`config.mk`:
```
export PLATFORM = sky130hd
export DESIGN_NAME = mem_arbiter
export DESIGN_NICKNAME = d
export VERILOG_FILES = /design/src/rtl/mem_arbiter_pkg.sv /design/src/rtl/mem_arbiter_byte_merge.sv /design/src/rtl/mem_arbiter.sv
export SDC_FILE = /design/constraint.sdc
export NUM_CORES = 1
export LEC_CHECK = 0
export BUFFER_PORTS_ARGS = -buffer_cell sky130_fd_sc_hd__buf_2
export CAP_MARGIN = 30
export CORE_ASPECT_RATIO = 1.4
export CORE_UTILIZATION = 30
export DETAILED_ROUTE_END_ITERATION = 7
export PLACE_DENSITY_LB_ADDON = 0.25
export SLEW_MARGIN = 20
export SYNTH_ARGS = -nofsm -noshare
export SYNTH_HDL_FRONTEND = slang
export SYNTH_SLANG_ARGS = --single-unit
```
`constraint.sdc`:
```
create_clock -name clk -period 4.8 [get_ports clk]
set_clock_uncertainty 0.05 [all_clocks]
set_input_delay 0.24 -clock clk [delete_from_list [all_inputs] [get_ports clk]]
set_output_delay 0.24 -clock clk [all_outputs]
set_load 0.02 [all_outputs]
```
`src/rtl/mem_arbiter_pkg.sv`:
```
// Shared encodings for the unified RAM port arbiter: access sizes, FSM
// states, the IO region tag and the latched request bundle.
package mem_arbiter_pkg;

   localparam logic [1:0] SZ_BYTE = 2'b01;
   localparam logic [1:0] SZ_HALF = 2'b10;
   localparam logic [1:0] SZ_WORD = 2'b11;

   localparam logic [1:0] S_IDLE = 2'd0;
   localparam logic [1:0] S_BEAT = 2'd1;
   localparam logic [1:0] S_TAIL = 2'd2;

   // addr[17:16] == IO_REGION marks uncacheable IO space
   localparam logic [1:0] IO_REGION = 2'b11;

   typedef struct packed {
      logic        is_mem;
      logic        we;
      logic [1:0]  size;
      logic [31:0] addr;
      logic [31:0] wdata;
   } req_t;

   // index of the last byte beat for a size code
   function automatic logic [1:0] last_beat(input logic [1:0] size);
      logic [1:0] r;
      case (size)
         SZ_HALF: r = 2'd1;
         SZ_WORD: r = 2'd3;
         default: r = 2'd0;
      endcase
      return r;
   endfunction

   function automatic logic is_io(input logic [1:0] region);
      return region == IO_REGION;
   endfunction

   function automatic logic aligned(input logic [1:0] off,
                                    input logic [1:0] size);
      return (off & last_beat(size)) == 2'b00;
   endfunction

endpackage

```
`src/rtl/mem_arbiter_byte_merge.sv`:
```
// Byte insert: replaces bytes off..off+n-1 of base with data bytes 0..n-1.
// Ports: base/data in 32, off in 2, size in 2 (size code), word out 32.
module mem_arbiter_byte_merge
   import mem_arbiter_pkg::*;
(
   input  logic [31:0] base,
   input  logic [31:0] data,
   input  logic [1:0]  off,
   input  logic [1:0]  size,
   output logic [31:0] word
);

   always_comb begin
      word = base;
      for (int j = 0; j < 4; j++) begin
         if (j >= int'(off) &&
             (j - int'(off)) <= int'(last_beat(size)))
            word[8*j +: 8] = data[8*(j - int'(off)) +: 8];
      end
   end

endmodule

```
`src/rtl/mem_arbiter.sv`:
```
// Owner of the 8-bit RAM port: IF/MEM arbitration, byte-beat serialisation
// and dcache sequencing (lookup, fill, write-through).
// Ports: clk/rst/rdy; if_* fetch side; mem_* load/store side;
// dc_* dcache lookup/update; ram_* byte-wide RAM/IO bus.
module mem_arbiter
   import mem_arbiter_pkg::*;
(
   input  logic        clk,
   input  logic        rst,
   input  logic        rdy,
   input  logic        if_req_i,
   input  logic [31:0] if_addr_i,
   output logic        if_done_o,
   output logic [31:0] if_inst_o,
   input  logic        mem_req_i,
   input  logic        mem_we_i,
   input  logic [1:0]  mem_size_i,
   input  logic [31:0] mem_addr_i,
   input  logic [31:0] mem_wdata_i,
   output logic        mem_done_o,
   output logic [31:0] mem_rdata_o,
   output logic [31:0] dc_raddr_o,
   input  logic        dc_hit_i,
   input  logic [31:0] dc_data_i,
   output logic        dc_we_o,
   output logic [31:0] dc_waddr_o,
   output logic [31:0] dc_wdata_o,
   output logic [31:0] ram_a_o,
   output logic        ram_wr_o,
   output logic [7:0]  ram_dout_o,
   input  logic [7:0]  ram_din_i
);

   logic [1:0]  state;
   logic [1:0]  cnt;
   req_t        req;
   logic        sh_hit;
   logic [31:0] sh_word;
   logic [31:0] rbuf;
   logic        rd_vld;
   logic [1:0]  rd_idx;

   logic        mem_ok;
   logic        if_ok;
   logic        mem_hit;
   logic        busy;
   logic        req_cache;
   logic [1:0]  last;
   logic [31:0] rd_word;
   logic [31:0] st_word;

   // a requester is blocked during its own done cycle
   assign mem_ok = mem_req_i & ~mem_done_o;
   assign if_ok  = if_req_i & ~if_done_o;

   assign dc_raddr_o = mem_addr_i;
   assign mem_hit = mem_ok & ~mem_we_i & (mem_size_i == SZ_WORD) &
                    ~is_io(mem_addr_i[17:16]) &
                    aligned(mem_addr_i[1:0], mem_size_i) & dc_hit_i;

   assign busy = (state == S_BEAT) || (state == S_TAIL);
   assign last = last_beat(req.size);
   assign req_cache = ~is_io(req.addr[17:16]) &
                      aligned(req.addr[1:0], req.size);

   // TAIL keeps presenting the last byte so its data stays valid
   // across a rdy stall
   assign ram_a_o    = busy ? req.addr + 32'(cnt) : 32'h0;
   assign ram_wr_o   = rdy & (state == S_BEAT) & req.we;
   assign ram_dout_o = (state == S_BEAT && req.we) ?
                       req.wdata[{cnt, 3'b000} +: 8] : 8'h00;

   mem_arbiter_byte_merge u_rd_merge (
      .base (rbuf),
      .data ({24'h0, ram_din_i}),
      .off  (rd_idx),
      .size (SZ_BYTE),
      .word (rd_word)
   );

   mem_arbiter_byte_merge u_st_merge (
      .base (sh_word),
      .data (req.wdata),
      .off  (req.addr[1:0]),
      .size (req.size),
      .word (st_word)
   );

   always_ff @(posedge clk) begin
      if (rst) begin
         state       <= S_IDLE;
         cnt         <= 2'd0;
         req         <= '0;
         sh_hit      <= 1'b0;
         sh_word     <= 32'h0;
         rbuf        <= 32'h0;
         rd_vld      <= 1'b0;
         rd_idx      <= 2'd0;
         if_done_o   <= 1'b0;
         if_inst_o   <= 32'h0;
         mem_done_o  <= 1'b0;
         mem_rdata_o <= 32'h0;
         dc_we_o     <= 1'b0;
         dc_waddr_o  <= 32'h0;
         dc_wdata_o  <= 32'h0;
      end else begin
         // rd_vld/rd_idx track which byte ram_din_i holds; they follow
         // the RAM even while rdy is low so no byte is misplaced
         rd_vld <= busy & ~req.we;
         rd_idx <= cnt;
         if (rd_vld)
            rbuf[{rd_idx, 3'b000} +: 8] <= ram_din_i;

         if (rdy) begin
            if_done_o  <= 1'b0;
            mem_done_o <= 1'b0;
            dc_we_o    <= 1'b0;
            unique case (state)
               S_IDLE: begin
                  cnt <= 2'd0;
                  if (mem_ok) begin
                     if (mem_hit) begin
                        mem_done_o  <= 1'b1;
                        mem_rdata_o <= dc_data_i;
                     end else begin
                        req <= '{is_mem: 1'b1, we: mem_we_i,
                                 size: mem_size_i, addr: mem_addr_i,
                                 wdata: mem_wdata_i};
                        sh_hit  <= dc_hit_i;
                        sh_word <= dc_data_i;
                        rbuf    <= 32'h0;
                        state   <= S_BEAT;
                     end
                  end else if (if_ok) begin
                     req <= '{is_mem: 1'b0, we: 1'b0,
                              size: SZ_WORD, addr: if_addr_i,
                              wdata: 32'h0};
                     sh_hit <= 1'b0;
                     rbuf   <= 32'h0;
                     state  <= S_BEAT;
                  end
               end
               S_BEAT: begin
                  if (cnt != last) begin
                     cnt <= cnt + 2'd1;
                  end else if (!req.we) begin
                     state <= S_TAIL;
                  end else begin
                     state      <= S_IDLE;
                     mem_done_o <= 1'b1;
                     if (req_cache && req.size == SZ_WORD) begin
                        dc_we_o    <= 1'b1;
                        dc_waddr_o <= req.addr;
                        dc_wdata_o <= req.wdata;
                     end else if (req_cache && sh_hit) begin
                        dc_we_o    <= 1'b1;
                        dc_waddr_o <= {req.addr[31:2], 2'b00};
                        dc_wdata_o <= st_word;
                     end
                  end
               end
               S_TAIL: begin
                  state <= S_IDLE;
                  if (req.is_mem) begin
                     mem_done_o  <= 1'b1;
                     mem_rdata_o <= rd_word;
                     if (req_cache && req.size == SZ_WORD) begin
                        dc_we_o    <= 1'b1;
                        dc_waddr_o <= req.addr;
                        dc_wdata_o <= rd_word;
                     end
                  end else begin
                     if_done_o <= 1'b1;
                     if_inst_o <= rd_word;
                  end
               end
               default: state <= S_IDLE;
            endcase
         end
      end
   end

endmodule
```
==> results of run 1 <==
[worst max path at each step]
| stage | start | cells after the start | slack (ns) | endpoint |
|---|---|---|---|---|
| final | req[32] | 9 | 0.81 | ram_a_o[28] |
| after global routing | req[32] | 9 | 0.54 | ram_a_o[28] |
| after CTS | req[32] | 9 | 0.83 | ram_a_o[28] |
| after detailed placement | req[32] | 9 | 1.46 | ram_a_o[28] |
| after global placement | req[32] | 9 | 1.51 | ram_a_o[28] |
| after floorplan | req[32] | 14 | 1.02 | dc_wdata_o[22] |
[layout by cell type, fill, tap and decap left out, types with 15 or more instances in the layout]
master	n
buf_2	347
nand2_1	277
dfxtp_1	270
nor2_1	152
dlygate4sd3_1	139
a21oi_1	121
a211oi_1	65
nor2b_1	45
o21ai_0	35
a311oi_1	33
a22o_1	33
mux4_2	32
a32oi_1	32
clkbuf_16	30
and2_1	29
xnor2_1	25
ha_1	25
o211ai_1	24
buf_4	23
nand3_1	20
inv_1	19
mux2i_1	17
o221ai_1	16
nand4_1	15
[worst register-to-register path: stages, from the launching register on]
cell,delay (ns)
dfxtp_1,0.33
inv_1,0.10
ha_1,0.74
inv_1,0.11
ha_1,0.33
nor2b_1,0.16
a2bb2oi_1,0.61
a21o_1,0.39
a211oi_1,0.13
o32ai_1,0.29
[kinds of logic (layout without fill, tap and decap cells)]
group / Yosys count / after routing / synth area share (%)
flops: 271 / 271 / 40.06
other cells: 0 / 1 / 0
simple gates: 592 / 592 / 19.50
buf+inv: 184 / 587 / 6.615
fa+ha+maj: 27 / 27 / 2.550
xor+xnor: 30 / 30 / 1.940
mux: 57 / 57 / 7.244
compound gates: 424 / 424 / 22.09
[routing by layer]
| layer | vias up | GRT usage, % |
|---|---|---|
| met4 | 2 | 12.03 |
| li1 | 6418 | - |
| met1 | 6520 | 25.98 |
| met3 | 124 | 3.279 |
| met5 | - | 0 |
| met2 | 608 | 43.53 |
[area by class of cell]
class | count | area (sq um) | area share, %
Multi-Input combinational cell | 1130 | 7256 | 40.56
Sequential cell | 271 | 5426 | 30.33
Timing Repair Buffer | 513 | 3369 | 18.83
Clock buffer | 45 | 907.1 | 5.070
Tap cell | 558 | 698.2 | 3.902
Clock inverter | 9 | 156.4 | 0.8742
Inverter | 20 | 75.07 | 0.4196
Antenna cell | 1 | 2.502 | 0.01399
[per-stage QoR]
step                power (mW)  util [%]
global placement         3.408     34.72
detailed placement       3.416     34.72
CTS                      6.028     40.26
global route             6.211     40.39
floorplan                3.084         -
finish                   5.992     40.39
[flip-flops by register name (all words and copies together) (netlist names)]
register and count:
rd_idx 2, cnt 2, mem_done_o 1, sh_hit 1, rd_vld 1, state 2, dc_wdata_o 32, if_inst_o 32
rbuf 32, dc_we_o 1, sh_word 32, if_done_o 1, mem_rdata_o 32, dc_waddr_o 32, req 68
[power by group through the flow]
| stage | Sequential, mW | Clock (mW) | Combinational, mW |
|---|---|---|---|
| after global placement | 2.53 | 0 | 0.879 |
| after global routing | 2.49 | 2.63 | 1.09 |
| final | 2.48 | 2.50 | 1.01 |
| after floorplan | 2.50 | 0 | 0.583 |
| after CTS | 2.48 | 2.55 | 0.996 |
| after detailed placement | 2.53 | 0 | 0.888 |
==> results by group, run 1 <==
Status
  – Outcome: completed

Die
  – Area of the die: 0.04600 sq mm
  – Die Ht: ~250 um
  – Die width: 181.6 um
  – Initial Util: 30.57%
  – Site Rows: between 90 and 100
  – CORE AREA: 0.04429 sq mm
  – Ports: 349

Clock tree
  – CTS resizes: 0
  – H-tree level count: 1
  – Clk buf depth: 3
  – Num CTS Buffers: 30
  – Clk Latency, worst-skew pair: roughly 0.59 ns
  – CTS tree: built
  – Clk root buf: clkbuf_16
  – Clock Sinks: 271
  – Clk slew on worst S/H paths: 0.06 ns
  – Post-CTS setup buffers: 0
  – Hold-fix buffers, CTS: 139

Setup path
  – Worst Setup Path Type: register to output port
  – Critical path's top delay family: simple AND/OR/NAND/NOR gates
  – Worst setup EP type: output port
  – WP data required: about 4.5 ns
  – FF-to-FF setup slack: about 1.5 ns
  – Worst reg2reg startpoint: req[33]
  – Slowest cell on crit path: nor2_1
  – Crit start category: register
  – Crit-path cells: buf_4, ha_1, fa_1, nand4_1, nor2_1, nand4_1, xnor2_1, and2_1, buf_2
  – CP max stage delay: slightly below 0.8 ns
  – R2R Path End: dc_wdata_o[20]
  – Critical Path AT: 3.70 ns
  – Worst r2r path cells: 9
  – WP buf/inv: 2
  – CP dominant cell by count: nand4_1
  – Max Fanout on Critical Path: 40

Logic synthesis
  – Mapped Cells: 1,585
  – Post-synthesis sequential area ratio: 40.06%
  – Mapped Nets: 1,757
  – Syn_area_per_cell: 8.544 sq um
  – Post-synth top cells: nand2_1 (277), dfxtp_1 (271), nor2_1 (155)
  – EDFF count, synth: 0
  – FF+latch count, synth: 271
  – Synth area leader: dfxtp_1
  – Top_reg_cell synth: dfxtp_1
  – Asr flop ratio synth: 0%
  – Area contributors post-synth: dfxtp_1 (40%), nand2_1 (7.7%), mux4_2 (5.3%), a21oi_1 (4.5%), nor2_1 (4.3%)
  – Yosys Warn Count: 0
  – Top-area cell type share of the netlist area: 40.06%
  – Synthesized cell area: 0.01354 sq mm
  – Synth cell types: 66
  – Most frequent cell after synthesis: nand2_1

STA
  – Final critical-path share of the clock period: just over 80%
  – Minimum clock period: between 3 and 4 ns
  – Hold slack: 0.04961 ns
  – Final worst setup slack: 0.8110 ns
  – Pins Over Slew Limit: 0
  – Endpoints failing setup: 0
  – RSZ-0062 raised after global routing: false
  – Max-Slew Margin vs Limit: 30.04%
  – Worst Tran Pin Value: 1.041 ns
  – TNS Setup: 0 ns
  – Endpoints failing hold: 0
  – F_max: about 0.25 GHz

Pwr
  – Sequential power share: 41.4%
  – Clock power frac: 41.7%
  – P_int: 4.287 mW
  – VDD IR max: 0.2658 mV
  – Switching power: between 1.5 and 2 mW
  – Power per Cell Area: 334.9 mW/mm^2
  – Comb pwr share: 16.8%
  – Switching share of power: 28.45%
  – Pleak: 7.195 nW

Detailed routing
  – Post-DR wirelength/cell: approximately 22 um
  – Top Metal Used: met5
  – Metal2 WL: 28.46 mm
  – Antenna Nets Post-Route: 0
  – Routed vias: between 10,000 and 15,000
  – Initial DRC Count: 771
  – Met3 WL post-DR: around 3.2 mm
  – Met1 wire length: 21.18 mm
  – DRT Pass-1 Iters: 7
  – Vias per cell: roughly 5.4
  – Total Wirelength: 55.69 mm
  – DRC violations left: 0

Placement
  – Placed insts: roughly 2,400
  – PortBufs: roughly 350
  – Detailed Place HPWL: around 40 mm
  – Placed instance area: around 0.015 sq mm
  – Pre-CTS setup slack: 1.459 ns
  – Routability Congestion: 0.8998

Hold path
  – Hold Path Sink: rbuf[21]
  – Hold path cells: 3
  – Hold WC Path Type: input pin to register
  – HP Start: ram_din_i[5]

Global routing
  – Largest net degree at the start of global routing: 109
  – All-Layer GR Usage: between 20% and 30%
  – Vias in the first global route: 13,170
  – Initial antenna violation count: 2
  – GR Overflow Total: 0
  – First-pass GRT wire length: 82.12 mm

Layout
  – Area Overhead vs Synth: 32.12%
  – Fin cells: roughly 2,500
  – # fillers: between 4,000 and 5,000
  – Finished Cell Area: 0.01789 sq mm
  – Layout cells sized above 1: about a quarter
  – Layout Nets: 2,138

Flow run
  – # Max-Cap Violations: 0
Power figures use the tool's default switching activity.
==> run 2, diff against run 1 <==
- ABC_AREA: not set -> 1
- clock period: 4.8 -> 4.05 ns (I/O delays scaled with it)
==> run 2 against run 1 <==
Effect of this change: wire length is 15% higher; critical endpoint is now ram_a_o[14]; hold slack got worse by 0.028 ns; largest power group is now sequential cells; clock power rose by 13%; register-to-register slack worse by 0.60 ns; combinational power increased by 76%.
==> results by group, run 2 <==
Layout
  – Top reg by flops: req
  – Finished Cell Area: 0.01896 sq mm (+6.0%)
  – Commonest non-fill, non-tap cell in the layout: nand2_1
  – # fillers: 5,266 (+17%)
  – Layout cells sized above 1: 18.47% (-6.0 points)
  – Area Overhead vs Synth: 27.94%
  – Commonest non-fill, non-tap cells in the layout: nand2_1 (555), buf_2 (348), nor2_1 (293)
  – Layout Nets: 2,786 (+30%)
  – Area taken by multi-input logic gates: 0.007729 sq mm (+6.5%)
  – FF/Latch Area: 0.005426 sq mm (unchanged)
  – Fin cells: 3,274 (+29%)
  – Max reg flops: 68 (unchanged)

STA
  – Endpoints failing hold: 0 (unchanged)
  – TNS Setup: 0 ns (unchanged)
  – Endpoints failing setup: 0 (unchanged)
  – Hold slack: 0.02195 ns (-0.02766 ns)
  – RSZ-0062 raised after global routing: false
  – Final critical-path share of the clock period: around 89%
  – Pins Over Slew Limit: 0 (unchanged)
  – Max-Slew Margin vs Limit: 37.03% (+7.0 points)
  – Minimum clock period: 3.586 ns
  – Worst Tran Pin Value: 0.9436 ns (-0.09784 ns)
  – F_max: 0.2789 GHz

Placement
  – Detailed Place HPWL: 49.21 mm (+23%)
  – Placed insts: 3,090 (+31%)
  – Placed instance area: 0.01666 sq mm (+8.4%)
  – PortBufs: 348 (unchanged)
  – Routability Congestion: 0.9463 (+5.2%)

Logic synthesis
  – Asr flop ratio synth: 0% (unchanged)
  – FF+latch count, synth: 271 (unchanged)
  – Synthesized cell area: 0.01482 sq mm (+9.4%)
  – Post-synth top cells: nand2_1 (555), nor2_1 (295), dfxtp_1 (271)
  – Synth area leader: dfxtp_1
  – Syn_area_per_cell: 6.603 sq um (-23%)
  – Synth cell types: 47 (-29%)
  – Mapped Cells: 2,244 (+42%)
  – Top_reg_cell synth: dfxtp_1
  – Top-area cell type share of the netlist area: 36.61% (-3.5 points)
  – Most frequent cell after synthesis: nand2_1
  – EDFF count, synth: 0 (unchanged)
  – Mapped Nets: 2,416 (+38%)
  – Post-synthesis sequential area ratio: 36.61% (-3.5 points)
  – Area contributors post-synth: dfxtp_1 (37%), nand2_1 (14%), nor2_1 (7.5%), a21oi_1 (6.4%), nand3_1 (5.9%)
  – Yosys Warn Count: 0 (unchanged)

Global routing
  – First-pass GRT wire length: 93.74 mm (+14%)
  – Largest net degree at the start of global routing: 107 (-1.8%)
  – Vias in the first global route: 15,700 (+19%)
  – All-Layer GR Usage: 24.75% (+1.2 points)
  – Initial antenna violation count: 0 (-2)
  – GR Overflow Total: 0 (unchanged)

Detailed routing
  – Initial DRC Count: 904 (+17%)
  – Antenna Nets Post-Route: 0 (unchanged)
  – Post-DR wirelength/cell: 19.60 um (-10%)
  – Total Wirelength: 64.17 mm (+15%)
  – Vias per cell: 4.945 (-7.9%)
  – DRT Pass-1 Iters: 6 (-1)
  – DRC violations left: 0 (unchanged)
  – Routed vias: 16,190 (+18%)

Setup path
  – Slowest cell on crit path: nor2_1
  – FF-to-FF setup slack: 0.90 ns (-0.60 ns)
  – Worst setup EP type: output port
  – Worst r2r path cells: 15 (+6)
  – Max Fanout on Critical Path: 39 (-2.5%)
  – Crit-path cells: buf_4, ha_1, fa_1, nand3_1, inv_1, nand2_1, nor2_1, a21oi_1, nor3_1, buf_2
  – WP data required: 3.80 ns (-0.71 ns)
  – CP max stage delay: 0.48 ns (-0.30 ns)
  – Crit start category: register
  – Critical Path AT: 3.33 ns (-0.37 ns)
  – Worst Setup Path Type: register to output port

Status
  – Outcome: completed

Clock tree
  – Clk Latency, worst-skew pair: 0.59 ns (about the same)
  – H-tree level count: 1 (unchanged)
  – Clk slew on worst S/H paths: 0.06 ns (about the same)
  – Clk root buf: clkbuf_16
  – Clk buf depth: 3 (unchanged)
  – Num CTS Buffers: 30 (unchanged)
  – CTS tree: built
  – Clock Sinks: 271 (unchanged)

Die
  – CORE AREA: 0.04889 sq mm (+10%)
  – Area of the die: 0.05030 sq mm (+9.3%)
  – Die Ht: 265.0 um (+4.6%)
  – Ports: 349 (unchanged)
  – Site Rows: 96 (+5.5%)
  – Die width: 189.8 um (+4.6%)
  – Initial Util: 30.31% (-0.26 points)

Hold path
  – Hold WC Path Type: input pin to register
  – Hold path cells: 5 (+2)

Pwr
  – Pleak: 8.716 nW (+21%)
  – Power per Cell Area: 400.4 mW/mm^2 (+20%)
  – Total power: 7.591 mW (+27%)
  – VDD IR max: 0.3186 mV (+20%)

Flow run
  – # Max-Cap Violations: 0 (unchanged)
## run 2: kinds of logic after synthesis
kind of cell / Yosys count / synth area share (%)
buffers and inverters: 361 / 11.33
and+or+nand+nor: 1089 / 30.36
xor gates and xnor gates: 10 / 0.5911
muxes: 37 / 2.770
AOI/OAI and AO/OA: 449 / 16.01
DFF: 271 / 36.61
adders and majority gates: 27 / 2.330
## run 2: worst paths after layout
kind                               start              to
worst max-delay path             req[32]     ram_a_o[14]
worst min-delay path            dc_hit_i          sh_hit
worst max register to register   req[32]  dc_wdata_o[17]
worst min register to register  rbuf[31]        rbuf[31]
## run 2: metal layers
| metal | up-vias | global-route usage (%) | share of wire (%) | wire length, um |
|---|---|---|---|---|
| met4 | 0 | 13.01 | 5.5 | 3506 |
| met2 | 638 | 46.75 | 52 | 33340 |
| met3 | 127 | 2.780 | 5.6 | 3614 |
| met5 | - | 0 | 0 | 0 |
| met1 | 7459 | 26.52 | 37 | 23710 |
| li1 | 7966 | - | - | - |
## run 2: layout make-up
class                      instances  area share [%]
multi-input combinational       1612           40.77
sequential                       271           28.62
timing repair buffer             502           17.19
clock buffer                      39           4.455
tap                              637           4.204
inverter                         197           3.933
clock inverter                    15          0.8184
antenna                            1         0.01320
## run 2: power breakdown
group | total [mW] | internal, mW | leakage, nW | switching [mW]
Clock | 2.83 | 1.60 | 0.501 | 1.23
Sequential | 2.99 | 2.84 | 2.20 | 0.150
Combinational | 1.78 | 0.587 | 6.01 | 1.19
Total | 7.59 | 5.03 | 8.72 | 2.56
## run 2: what timing repair did
item,CTS,global route
buffers inserted,0,0
endpoints found under the hold margin,118,0
setup endpoints to repair,0,1
hold buffers,129,0
gates resized for setup,0,1
## run 2: through the flow
step / utilization, % / setup WS [ns]
global placement: 34.09 / 0.8696
CTS: 38.77 / 0.2604
finish: 38.78 / 0.4644
global route: 38.77 / 0.1826
floorplan: - / 0.8988
detailed placement: 34.09 / 0.9049
## run 2: critical path, delay by kind of cell (launching register included)
kind                       cells  cell delay [ns]
and+or+nand+nor                4             1.01
buffers and inverters          3             0.77
adders and majority gates      2             0.53
DFF                            1             0.30
AOI/OAI and AO/OA              1             0.13
